File: src/rtl/bcd_step_sched.sv
// bcd_step_sched: two-digit BCD up/down counter shared by two requesters.
//
// Each accepted request performs one step of the counter. A round-robin
// arbiter resolves simultaneous requests. A step takes one ONES cycle, plus
// one TENS cycle when the ones digit carries or borrows.
//
// Ports:
//   clk            sole clock, rising edge
//   rst            synchronous active-high reset
//   req_a, dir_a   requester A level request / direction (1 = up, 0 = down)
//   req_b, dir_b   requester B level request / direction
//   grant_a/_b     one-cycle registered grant pulse (first ONES cycle)
//   ones, tens     registered BCD digits (0-9)
//   busy           high whenever the FSM is not in IDLE
//   lim            one-cycle pulse on wrap (or saturation) events
//
// Parameters: RESET_ONES, RESET_TENS (0-9) digit values loaded on reset.
// Compile-time option: define BCD_SCHED_SAT_EN to saturate at 00/99
// instead of wrapping modulo 100.
module bcd_step_sched #(
    parameter int unsigned RESET_ONES = 0,
    parameter int unsigned RESET_TENS = 0
) (
    input  logic       clk,
    input  logic       rst,
    input  logic       req_a,
    input  logic       dir_a,
    input  logic       req_b,
    input  logic       dir_b,
    output logic       grant_a,
    output logic       grant_b,
    output logic [3:0] ones,
    output logic [3:0] tens,
    output logic       busy,
    output logic       lim
);

    localparam logic [3:0] ONES_INIT = 4'(RESET_ONES);
    localparam logic [3:0] TENS_INIT = 4'(RESET_TENS);

    typedef enum logic [1:0] {
        IDLE = 2'd0,
        ONES = 2'd1,
        TENS = 2'd2
    } state_t;

    state_t state, state_nx;

    logic step_up;    // latched direction of the step in flight
    logic prio_b;     // 1: B wins a tie (A was granted last)
    logic win_a, win_b;
    logic ones_edge;  // ones digit will carry/borrow
    logic tens_edge;  // tens digit will wrap
    logic sat_hit;

    function automatic logic [3:0] bcd_step(input logic [3:0] d, input logic up);
        if (up) return (d == 4'd9) ? 4'd0 : d + 4'd1;
        else    return (d == 4'd0) ? 4'd9 : d - 4'd1;
    endfunction

    assign ones_edge = step_up ? (ones == 4'd9) : (ones == 4'd0);
    assign tens_edge = step_up ? (tens == 4'd9) : (tens == 4'd0);

`ifdef BCD_SCHED_SAT_EN
    // Counter pinned at its end: the step is granted but changes nothing.
    assign sat_hit = ones_edge && tens_edge;
`else
    assign sat_hit = 1'b0;
`endif

    assign busy = (state != IDLE);

    always_comb begin
        state_nx = state;
        win_a    = 1'b0;
        win_b    = 1'b0;
        case (state)
            IDLE: begin
                // A lone request always wins; the pointer only breaks ties.
                if (req_a && (!req_b || !prio_b)) win_a = 1'b1;
                else if (req_b)                   win_b = 1'b1;
                if (req_a || req_b) state_nx = ONES;
            end
            ONES: begin
                if (ones_edge && !sat_hit) state_nx = TENS;
                else                       state_nx = IDLE;
            end
            TENS:    state_nx = IDLE;
            default: state_nx = IDLE;
        endcase
    end

    always_ff @(posedge clk) begin
        if (rst) begin
            state   <= IDLE;
            ones    <= ONES_INIT;
            tens    <= TENS_INIT;
            grant_a <= 1'b0;
            grant_b <= 1'b0;
            lim     <= 1'b0;
            prio_b  <= 1'b0;
            step_up <= 1'b0;
        end else begin
            state   <= state_nx;
            grant_a <= win_a;
            grant_b <= win_b;
            lim     <= 1'b0;
            if (win_a) begin
                step_up <= dir_a;
                prio_b  <= 1'b1;
            end
            if (win_b) begin
                step_up <= dir_b;
                prio_b  <= 1'b0;
            end
            case (state)
                ONES: begin
                    if (sat_hit) lim  <= 1'b1;
                    else         ones <= bcd_step(ones, step_up);
                end
                TENS: begin
                    tens <= bcd_step(tens, step_up);
                    if (tens_edge) lim <= 1'b1;
                end
                default: ;
            endcase
        end
    end

endmodule
File: config.mk
export PLATFORM = sky130hd
export DESIGN_NAME = bcd_step_sched
export DESIGN_NICKNAME = d
export VERILOG_FILES = /design/src/rtl/bcd_step_sched.sv
export SDC_FILE = /design/constraint.sdc
export NUM_CORES = 1
export LEC_CHECK = 0
export CAP_MARGIN = 20
export CORE_MARGIN = 5
export CORE_UTILIZATION = 51
export CTS_BUF_LIST = sky130_fd_sc_hd__clkbuf_2 sky130_fd_sc_hd__clkbuf_4 sky130_fd_sc_hd__clkbuf_8
export CTS_CLUSTER_DIAMETER = 100
export DETAILED_ROUTE_END_ITERATION = 7
export GPL_TIMING_DRIVEN = 0
export HOLD_SLACK_MARGIN = 0.06
export PLACE_DENSITY = 0.89
export SLEW_MARGIN = 20
export SYNTH_ARGS = -nofsm -noshare
export SYNTH_HDL_FRONTEND = slang
export SYNTH_SLANG_ARGS = --single-unit
File: constraint.sdc
create_clock -name clk -period 1.4 [get_ports clk]
set_input_delay 0.14 -clock clk [delete_from_list [all_inputs] [get_ports clk]]
set_output_delay 0.14 -clock clk [all_outputs]
set_load 0.03 [all_outputs]
==> metrics.md <==
| Metric | Value |
|---|---|
| Status | `completed` |
| Per-cell routed wire length | `13.8 um` |
| Syn Area/Cell | `around 8.1 um^2` |
| I/O pin cnt | `18` |
| Total track usage | `15.2%` |
| Die height | `about 51 um` |
| R2R depth | `4` |
| Distinct cells, synth | `42` |
| Largest net degree at the start of global routing | `11` |
| Share of cells above drive strength 1 | `18.5%` |
| Worst Setup Start Kind | `flip-flop` |
| CP endpoint kind | `output pin` |
| Pre-Repair DR Iteration Count | `5` |
| CP max stage delay | `470 ps` |
| H-tree levels | `1` |
| Critical path depth | `1` |
| Vias per inst | `5.92` |
| Cells after synthesis | `103` |
| 1st-iter DRT viols | `48` |
| Final setup fails | `0` |
| Fin crit share | `between 90% and 100%` |
| CTS Hold Buffers Added | `0` |
| DR vias | `829` |
| Maxcap violations | `0` |
| Post-Place Setup Slack | `-104 ps` |
| Antenna cells | `0` |
| IR drop worst, VDD | `650 uV` |
| Multi-input combinational cell area | `470 um^2` |
| Hold path endpoint | `state[0]` |
| Slew Viols, Final | `0` |
| Post-route non-filler standard cell count | `140` |
| Area delta synth->final | `26.0%` |
| Seq/Total Area, Yosys | `35.8%` |
| CTS tree | `built` |
| Crit Reg-Reg Endpoint | `ones[2]` |
| Clock-pin transition on the worst setup and hold timing paths | `90 ps` |
| Worst Hold Depth | `3` |
| Vias in the first global route | `745` |
| Layout Skew | `3.30 ps` |
| Fmax | `749 MHz` |
| CP top delay family | `flip-flops` |
| PwrDens | `1060 nW/um^2` |
| CP Class | `flip-flop to output pin` |
| Grt total ovfl | `0` |
| Die Area | `~2600 um^2` |
| Crit-path slowest cell | `dfxtp_1` |
| Yosys warning count | `0` |
| Dpl hpwl | `1330 um` |
| Initial Util | `a little over half` |
| Final Critical Period | `1330 ps` |
| Die Width | `50.5 um` |
| Most frequent cells in the layout | `nor3_1, nor2_1, dlygate4sd2_1` |
| Synth area leader | `dfxtp_1` |
| Largest cells by area after synthesis | `dfxtp_1, nor3_1, a21oi_1` |
| Fillers | `approximately 120` |
| Clk buf depth | `2` |
| Hold WC Path Type | `input pin to flip-flop` |
| Reg-to-reg slack, setup | `100 ps` |
| Num CTS Buffers | `3` |
| Hold path startpoint | `req_b` |
| Core box area | `roughly 1500 um^2` |
| Total Nets Final | `131` |
| RD Place Congestion | `0.726` |
| Crit path cell chain | `dlygate4sd2_1` |
| DRT Wirelength | `1930 um` |
| First-pass GRT wire length | `roughly 3100 um` |
| Worst Path Required | `about 1300 ps` |
| Relative slew slack | `69.6%` |
| Unrepaired setup endpoints after global routing | `yes` |
| Sequential cell area | `~310 um^2` |
| WP data arrival | `approximately 1200 ps` |
| Clk Latency, worst-skew pair | `between 200 and 300 ps` |
| Setup slack after layout | `65.3 ps` |
| # port buffers | `17` |
| Antenna Nets Post-Route | `0` |
| Cell Area, Synth | `roughly 840 um^2` |
| Reg-to-Reg Start | `state[0]` |
| Clock sink total | `15` |
| Antenna violations before repair | `0` |
| Synth Register Bits | `15` |
| DR DRC count | `0` |
| Worst-Margin Slew | `457 ps` |
| Leakage | `0.453 nW` |
| Final Hold Viols | `0` |
| Critical path buffers and inverters | `1` |
| Share of the synthesized area in the top cell type | `35.8%` |
| Dpl cells | `about 140` |
| Crit-path max FO | `9` |
| Clock root cell | `clkbuf_4` |
| Row count | `14` |
| Synth Net Count | `around 110` |
## power breakdown
group	switching, mW	total, mW	internal (mW)
Combinational	0.198	0.349	0.152
Clock	0.143	0.273	0.130
Sequential	0.0381	0.502	0.464
## metal layers
| metal | share of wire [%] | global-route usage (%) | up-vias | wire (um) |
|---|---|---|---|---|
| met5 | 0 | 0 | - | 0 |
| met4 | 2.2 | 7.66 | 0 | 43 |
| met3 | 8.5 | 3.25 | 8 | 165 |
| met2 | 48 | 25.0 | 46 | 923 |
| met1 | 41 | 18.6 | 368 | 802 |
| li1 | - | - | 407 | - |
## timing repair
| action | CTS | global route |
|---|---|---|
| resized for setup | 15 | 9 |
| buffers inserted | 0 | 2 |
| pin swaps | 0 | 3 |
| cloned | 0 | 0 |
| setup endpoints to repair | 11 | 6 |
## synth_stat cells
cell / instances
mux2i_1: 1
buf_2: 2
nor2_1: 11
nand2_1: 4
and2b_1: 2
a21oi_1: 9
clkbuf_1: 1
o32ai_1: 1
nor3_1: 10
o22ai_1: 3
and2_1: 1
nand4_1: 1
a21o_1: 2
or3b_4: 1
o21ai_0: 4
inv_1: 4
o21ai_1: 1
o31ai_1: 1
nor2b_1: 2
clkinv_1: 1
a31oi_1: 1
o2111ai_1: 1
and3_1: 1
or3_1: 1
buf_4: 1
nand2b_1: 1
xnor2_1: 4
a222oi_1: 1
nor3b_1: 1
buf_6: 1
a211oi_1: 1
clkbuf_8: 1
nor4b_1: 1
nand3_1: 3
clkbuf_2: 1
and2b_2: 1
nor4_4: 1
or4_1: 1
nand4b_1: 1
or2_4: 1
dfxtp_1: 15
or2b_1: 1
## worst max path at each step
stage	startpoint	endpoint	slack, ps
2_1_floorplan	ones[2]	ones[2]	10
3_3_place_gp	state[1]	busy	-80
3_5_place_dp	state[0]	busy	-100
4_1_cts	lim	lim	4
5_1_grt	ones[2]	ones[3]	-7
6_report	tens[1]	tens[1]	70
## sequential cells by signal, indices dropped and copies added, names as in the netlist
signal and cells:
lim 1, tens 4, grant_b 1, state 2, ones 4, grant_a 1
prio_b 1, step_up 1
## final cells by class
type | instances | share of cell area, %
Multi-Input combinational cell | 76 | 44.5
Sequential cell | 15 | 29.6
Timing Repair Buffer | 19 | 16.1
Buffer | 5 | 3.08
Clock buffer | 4 | 2.84
Inverter | 5 | 1.90
Tap cell | 16 | 1.90
## cells by family after synthesis
kind of cell	share of synthesized area, %
xor gates and xnor gates	4.18
buffers and inverters	8.36
muxes	1.19
AOI/OAI and AO/OA	18.2
and+or+nand+nor	32.2
DFF	35.8
## through the flow
stage | setup TNS [ps] | power, mW | instance area (um^2) | util (%) | hold WS, ps
5_1_grt | -7.15 | 1.18 | 1060 | 68.5 | 513
4_1_cts | 0 | 1.12 | 1050 | 68.3 | 506
3_5_place_dp | -111 | 0.867 | 1030 | 66.9 | 520
3_3_place_gp | -96.7 | 0.855 | 1030 | 66.9 | 519
2_1_floorplan | 0 | 0.760 | 841 | - | 219
6_report | 0 | 1.12 | 1060 | 68.5 | 515
Power figures use the tool's default switching activity.
